<file path="src/rtl/stch2dec_window.sv">
// stch2dec_window: windowed stochastic-to-decimal converter.
// Counts the ones on S over windows of 2^WIN_LOG2 enabled samples. At each
// window end the scaled, saturated count is loaded into D (x/2^ND) and VALID
// pulses for one cycle. Requires WIN_LOG2 >= ND.
//
// Ports:
//   CLK    in   clock, rising edge
//   INIT   in   asynchronous active-high reset
//   S      in   stochastic bit
//   EN     in   sample enable; low holds the window
//   START  in   begin a window from IDLE
//   CONT   in   at window end: 1 = next window immediately, 0 = back to IDLE
//   D      out  ND-bit result of the last completed window
//   VALID  out  one-cycle pulse when D updates
//   BUSY   out  high while a window is running
module stch2dec_window #(
  parameter int unsigned ND       = 8,
  parameter int unsigned WIN_LOG2 = 8
) (
  input  logic          CLK,
  input  logic          INIT,
  input  logic          S,
  input  logic          EN,
  input  logic          START,
  input  logic          CONT,
  output logic [ND-1:0] D,
  output logic          VALID,
  output logic          BUSY
);

  localparam int unsigned CW    = WIN_LOG2 + 1;
  localparam int unsigned SHIFT = WIN_LOG2 - ND;
  localparam logic [WIN_LOG2-1:0] SCNT_LAST = '1;

  typedef enum logic {IDLE, RUN} state_t;

  state_t              state, state_nx;
  logic [WIN_LOG2-1:0] scnt, scnt_nx;
  logic [CW-1:0]       ocnt, ocnt_nx;
  logic [CW-1:0]       total, scaled;
  logic [ND-1:0]       d_sat, d_nx;
  logic                valid_nx;

  // Count including the current sample, scaled down to ND bits.
  assign total  = ocnt + CW'(S);
  assign scaled = total >> SHIFT;

  // An all-ones window scales to exactly 2^ND; clamp it to full scale.
  assign d_sat = (|scaled[CW-1:ND]) ? '1 : scaled[ND-1:0];

  // State and output registers.
  always_ff @(posedge CLK or posedge INIT) begin
    if (INIT) begin
      state <= IDLE;
      scnt  <= '0;
      ocnt  <= '0;
      D     <= '0;
      VALID <= 1'b0;
      BUSY  <= 1'b0;
    end else begin
      state <= state_nx;
      scnt  <= scnt_nx;
      ocnt  <= ocnt_nx;
      D     <= d_nx;
      VALID <= valid_nx;
      BUSY  <= (state_nx == RUN);
    end
  end

  // Next-state and counter logic.
  always_comb begin
    state_nx = state;
    scnt_nx  = scnt;
    ocnt_nx  = ocnt;
    d_nx     = D;
    valid_nx = 1'b0;
    case (state)
      IDLE: begin
        if (START) begin
          state_nx = RUN;
          scnt_nx  = '0;
          ocnt_nx  = '0;
        end
      end
      RUN: begin
        if (EN) begin
          if (scnt == SCNT_LAST) begin
            d_nx     = d_sat;
            valid_nx = 1'b1;
            scnt_nx  = '0;
            ocnt_nx  = '0;
            if (!CONT) state_nx = IDLE;
          end else begin
            scnt_nx = scnt + WIN_LOG2'(1);
            ocnt_nx = total;
          end
        end
      end
      default: state_nx = IDLE;
    endcase
  end

endmodule

</file>
<file path="config.mk">
export PLATFORM = sky130hd
export DESIGN_NAME = stch2dec_window
export DESIGN_NICKNAME = d
export VERILOG_FILES = /design/src/rtl/stch2dec_window.sv
export SDC_FILE = /design/constraint.sdc
export NUM_CORES = 1
export LEC_CHECK = 0
export CAP_MARGIN = 20
export CORE_MARGIN = 4
export CORE_UTILIZATION = 55
export CTS_BUF_LIST = sky130_fd_sc_hd__clkbuf_8
export DETAILED_ROUTE_END_ITERATION = 10
export PLACE_DENSITY = 0.84
export SYNTH_ARGS = -nofsm -noshare
export SYNTH_HDL_FRONTEND = slang
export SYNTH_SLANG_ARGS = --single-unit
</file>
<file path="constraint.sdc">
create_clock -name CLK -period 4.86 [get_ports CLK]
set_input_delay 0.972 -clock CLK [delete_from_list [all_inputs] [get_ports CLK]]
set_output_delay 0.972 -clock CLK [all_outputs]
set_load 0.02 [all_outputs]
</file>
==> impl_results.md, run 1 <==
- Hold Fails Final Rpt: 0
- P_leak: 0.6869 nW
- Post-synth ARST share: 100.0%
- Worst min path class: flip-flop to flip-flop
- Yosys cell types: 29
- Tot GR Track Use: between 10% and 20%
- H-tree depth: 1
- R2r setup slk: roughly 3000 ps
- Fin nets: ~160
- Clk buf depth: 2
- Die span in x: 57.50 um
- Final period util: around 54%
- Period minus WS final: 2628 ps
- Setup tns final: 0 ps
- RSZ-0062 raised after global routing: no
- Diode count: 0
- Die height: roughly 58 um
- R2R depth: 5
- Post-route ant nets: 0
- Post-cts resize count: 0
- R2r startpoint: scnt[0]
- Initial antenna violation count: 0
- Syn_nets: around 150
- Clock share of power: between 20% and 30%
- Root Buffer: clkbuf_8
- Setup Buffers After CTS: 0
- Worst Setup End Kind: flip-flop
- Worst path required time: 4980 ps
- Hold path endpoint: ocnt[8]
- GPL Wtd Cong: roughly 0.82
- Initial DRC Count: 34
- Crit path kind: primary input to flip-flop
- Max_slew headroom: between 50% and 60%
- First-pass GRT wire length: roughly 4700 um
- HPWL Detailed: ~1900 um
- Vias in the first global route: roughly 1100
- I/O Pins: 16
- Clk Latency, worst-skew pair: ~270 ps
- Post-synth top cells: dfrtp_1, a31oi_1, nor2_1
- Synth top area share: ~50%
- Clock sink total: 27
- Status: finished clean
- Worst R2R End: ocnt[2]
- Worst slew pin tran: ~720 ps
- Peak supply drop: around 0.23 mV
- YS warnings: 0
- Switching share of power: around 30%
- Primary FF master, synth: dfrtp_1
- Vias: ~1000
- Initial DRT Pass Iterations: 5
- Most instantiated library cell after synthesis: dfrtp_1
- # setup viols final: 0
- Mapped Area: roughly 1300 um^2
- Area leader, netlist: dfrtp_1
- Initial core utilization: between 50% and 60%
- # fillers: 180
- CTS tree: done
- HP Start: ocnt[8]
- Syn_area_per_cell: 9.908 um^2
- Syn-to-layout area delta: 15.60%
- Element type at the critical path start: primary input
- GRT overflow: 0
- Sequential fraction of the synthesis area: about half
- Slowest cell on the critical path: xnor2_1
- PortBufs: 15
- Largest net degree at the start of global routing: 28
- Vias per cell: 5.832
- Seq pwr share: roughly three fifths
- Fmax achieved: around 380 MHz
- Cell internal pwr: 0.3461 mW
- Final Slew Violations: 0
- Psw: ~0.15 mW
- Worst Skew: 2.687 ps
- Layout cell share with drive strength beyond 1: 4.636%
- Power Dens Cells: 317.0 nW/um^2
- Core Region: roughly 2300 um^2
- Clock transition at path regs: about 90 ps
- Hold path depth: 1
- Rows: 17
- Number of synthesized register bits: 27
- Storage cell area: between 600 and 700 um^2
- Cell mode on critical path: ha_1
- Max stage delay on crit path: between 400 and 500 ps
- Drt drc: 0
- Arr. time, crit path: about 2800 ps
- Die ar.: 3306 um^2
- Final WL: 2568 um
- CP Max Fanout: 8
- Gate power share: between 15 and 20%
- Maxcap violations: 0
- Area taken by multi-input logic gates: approximately 600 um^2
- Synth area leaders: dfrtp_1, a31oi_1, o21ai_0
- Syn Inst Count: 136
- Hold slack: ~500 ps
- TritonCTS buffer count: 3
- Drt wl/cell: approximately 14 um
- Crit-path cells: clkdlybuf4s50_1 -> ha_1 -> ha_1 -> nand3_1 -> nor2_1 -> xnor2_1 -> a31oi_1
- EDFF count, synth: 0
- Cts hold-fix bufs: 0
-- power groups by stage --
stage	logic, mW	clock network (mW)	registers, mW
floorplan	0.0783	0	0.273
global placement	0.0767	0	0.289
detailed placement	0.0807	0	0.291
CTS	0.0812	0.127	0.286
global route	0.0963	0.133	0.292
finish	0.0830	0.123	0.288
-- per-layer routing --
metal	GRT usage [%]	share of wire, %
met2	29.03	45
met5	0	0
met3	2.941	6.4
met1	24.82	47
met4	5.629	0.82
-- registers in the layout (all words and copies together), names as in the netlist --
name and cells:
ocnt 9, D 8, scnt 8, VALID 1, state 1
-- worst max path at each step --
stage,startpoint,endpoint,cells past startpoint
after floorplan,S,D[2],6
after global placement,S,D[5],7
after detailed placement,S,D[0],7
after CTS,S,D[1],7
after global routing,S,D[3],7
final,S,D[4],7
-- kinds of logic after synthesis --
logic type | after synthesis | share of synthesized area (%)
flops | 27 | 50.14
buf+inv | 11 | 5.199
fa+ha+maj | 3 | 2.786
xor+xnor | 7 | 4.550
mux | 1 | 0.8356
simple gates | 40 | 15.51
compound gates | 47 | 20.98
-- placed cells by master (no fill, tap or decap) --
cell type         n
dfrtp_1          27
a31oi_1          17
clkdlybuf4s50_1  15
nor2_1           14
o21ai_0          11
nand2_1          10
a21oi_1          10
inv_1             7
nand3_1           6
xnor2_1           5
a22o_1            3
ha_1              3
clkbuf_8          3
a41oi_1           2
xor2_1            2
nor4_1            2
and3_1            2
nand4_4           1
and2_1            1
o21a_1            1
or2b_1            1
o21ai_1           1
nand4_1           1
nor3_4            1
mux2_2            1
or3_1             1
o31ai_1           1
a21o_1            1
buf_16            1
-- worst max-delay path: cells and delay by family --
kind	cells	cell delay [ps]
fa+ha+maj	2	520
xor+xnor	1	470
buf+inv	1	420
simple gates	2	200
compound gates	1	160
-- through the flow --
stage	total power [mW]	std cells	util, %	setup slack, ps	cell area, um^2
6_report	0.4939	179	68.44	2232	1558
5_1_grt	0.5214	179	68.44	2055	1558
4_1_cts	0.4940	178	67.23	2211	1530
3_5_place_dp	0.3712	174	65.26	1928	1485
3_3_place_gp	0.3658	174	65.26	2028	1485
2_1_floorplan	0.3516	136	-	2612	1348
-- final cells by class --
| cell class | count | area share [%] |
|---|---|---|
| sequential | 27 | 43.37 |
| multi-input combinational | 98 | 38.63 |
| timing repair buffer | 16 | 11.41 |
| clock buffer | 3 | 2.651 |
| tap | 28 | 2.249 |
| inverter | 6 | 1.446 |
| clock inverter | 1 | 0.2410 |
Power figures use the tool's default switching activity.
==> run 2, diff against run 1 <==
==> constraint.sdc (replaced) <==
create_clock -name CLK -period 2.7 [get_ports CLK]
set_input_delay 0.54 -clock CLK [delete_from_list [all_inputs] [get_ports CLK]]
set_output_delay 0.54 -clock CLK [all_outputs]
set_load 0.02 [all_outputs]
==> run 2 against run 1 <==
Against the previous run:
- via count increased by 5.7%
- register-to-register slack worse by 2200 ps
- worst setup slack worse by 1800 ps
- worst hold slack better by 6.8 ps
- sequential power rose by 80%
- sequential share of layout area increased by 0.32 points
==> impl_results.md, run 2 (synthesized netlist as in run 1, its figures left out) <==
- Status: finished clean
- GRT overflow: 0 (unchanged)
- Period minus WS final: about 2200 ps
- Initial core utilization: 59.21% (unchanged)
- Top Registers: ocnt (9), D (8), scnt (8)
- Power Dens Cells: 575.1 nW/um^2 (+81%)
- Design area: 1546 um^2 (-0.72%)
- HPWL Detailed: 1840 um (-2.8%)
- Max FFs per register: 9 (unchanged)
- Arr. time, crit path: 2350 ps (-400 ps)
- Fmax achieved: about 450 MHz
- CTS tree: done
- Largest net degree at the start of global routing: 28 (unchanged)
- Setup Buffers After CTS: 0 (unchanged)
- Element type at the critical path start: primary input
- Die ar.: 3306 um^2 (unchanged)
- Pre-CTS setup slack: 188.2 ps (-1740 ps)
- Most flop-heavy register: ocnt
- Worst Setup End Kind: flip-flop
- Cts hold-fix bufs: 0 (unchanged)
- Hold Fails Final Rpt: 0 (unchanged)
- TritonCTS buffer count: 3 (unchanged)
- Vias: 1103 (+5.7%)
- PnR worst setup slack: 473.4 ps (-1759 ps)
- Seq pwr share: 58.4% (+0.2 points)
- Post-route ant nets: 0 (unchanged)
- CP Max Fanout: 8 (unchanged)
- P_leak: 0.6824 nW (-0.65%)
- Layout cell share with drive strength beyond 1: 5.921% (+1.3 points)
- HP Start: ocnt[0]
- Clock share of power: 25.4% (+0.5 points)
- H-tree depth: 1 (unchanged)
- Gate power share: 16.2% (-0.6 points)
- Rows: 17 (unchanged)
- I/O Pins: 16 (unchanged)
- Drt wl/cell: 14.71 um (+2.5%)
- Cell internal pwr: 0.6221 mW (+80%)
- Max_slew headroom: 59.16% (+7.4 points)
- Switching share of power: 30.06% (+0.14 points)
- Final Slew Violations: 0 (unchanged)
- Clk Latency, worst-skew pair: 270 ps (about the same)
- Worst slew pin tran: 608.6 ps (-109.7 ps)
- Fin nets: 162 (+0.62%)
- Diode count: 0 (unchanged)
- Clk buf depth: 2 (unchanged)
- Most common cell after layout, fill and taps aside: dfrtp_1
- Psw: 0.2673 mW (+81%)
- Final period util: between 80 and 90%
- RSZ-0062 raised after global routing: no
- Initial DRT Pass Iterations: 5 (unchanged)
- Initial antenna violation count: 0 (unchanged)
- Die span in x: 57.50 um (unchanged)
- Syn-to-layout area delta: 14.76%
- Tot GR Track Use: 18.12% (+0.10 points)
- Most frequent cells in the layout: dfrtp_1, a31oi_1, clkdlybuf4s50_1
- Root Buffer: clkbuf_8
- Crit path kind: primary input to flip-flop
- Vias in the first global route: 1018 (-4.5%)
- First-pass GRT wire length: 4609 um (-2.6%)
- Vias per cell: 6.128 (+5.1%)
- PortBufs: 15 (unchanged)
- Die height: 57.50 um (unchanged)
- Worst Skew: 2.430 ps (-0.2571 ps)
- Worst min path class: flip-flop to flip-flop
- Core Region: 2276 um^2 (unchanged)
- Worst path required time: 2830 ps (-2150 ps)
- Post-cts resize count: 0 (unchanged)
- Final WL: 2648 um (+3.1%)
- R2r setup slk: 780 ps (-2150 ps)
- Initial DRC Count: 39 (+15%)
- Clock sink total: 27 (unchanged)
- Drt drc: 0 (unchanged)
- R2r startpoint: ocnt[0]
- Clock transition at path regs: 90 ps (about the same)
- GPL Wtd Cong: 0.8422 (+3.2%)
- Peak supply drop: 0.3766 mV (+62%)
- # setup viols final: 0 (unchanged)
- Maxcap violations: 0 (unchanged)
- Area post-placement: 1500 um^2 (+1.0%)
- Crit path launch: S
- Setup tns final: 0 ps (unchanged)
## run 2: changes by cell type in the layout (fill, tap and decap cells not counted), sizes merged
cell    change
clkinv      +1
inv         -1
buf         +1
## run 2: path summary, 6_finish.rpt
check,to,cells after the start
max,D[4],7
max in group asynchronous,D[6],3
min,ocnt[0],1
min reg2reg,ocnt[0],1
min in group asynchronous,scnt[2],3
max reg2reg,D[4],6
## run 2: stage by stage
stage	utilization [%]	hold WS, ps	power, mW	std cells
global placement	65.92	488.2	0.6620	176
floorplan	-	469.8	0.6328	136
detailed placement	65.92	499.0	0.6690	176
CTS	67.95	519.2	0.8945	180
finish	67.95	519.1	0.8894	180
global route	67.95	552.9	0.9496	180
## run 2: layout make-up
type / instances / area [um^2]
Fill cell: 178 / 729.5
Tap cell: 28 / 35.03
Clock buffer: 3 / 41.29
Multi-Input combinational cell: 98 / 601.8
Inverter: 6 / 22.52
Sequential cell: 27 / 675.6
Clock inverter: 1 / 5.005
Timing Repair Buffer: 17 / 165.2
## run 2: power by group through the flow
stage	registers, mW	clock network [mW]	logic, mW
6_report	0.519	0.226	0.144
5_1_grt	0.529	0.254	0.166
4_1_cts	0.517	0.233	0.145
3_5_place_dp	0.524	0	0.145
3_3_place_gp	0.521	0	0.141
2_1_floorplan	0.492	0	0.141
## run 2: metal layers
metal / GRT usage, % / vias up / wire (um)
met2: 27.26 / 53 / 1161
li1: - / 530 / -
met1: 24.57 / 514 / 1227
met3: 4.525 / 6 / 212
met5: 0 / - / 0
met4: 8.278 / 0 / 46
## run 2: worst max-delay path: stages
cell and delay [ps]:
clkdlybuf4s50_1 420, ha_1 240, ha_1 270, nand3_1 140, nor2_1 70, xnor2_1 500, a31oi_1 170
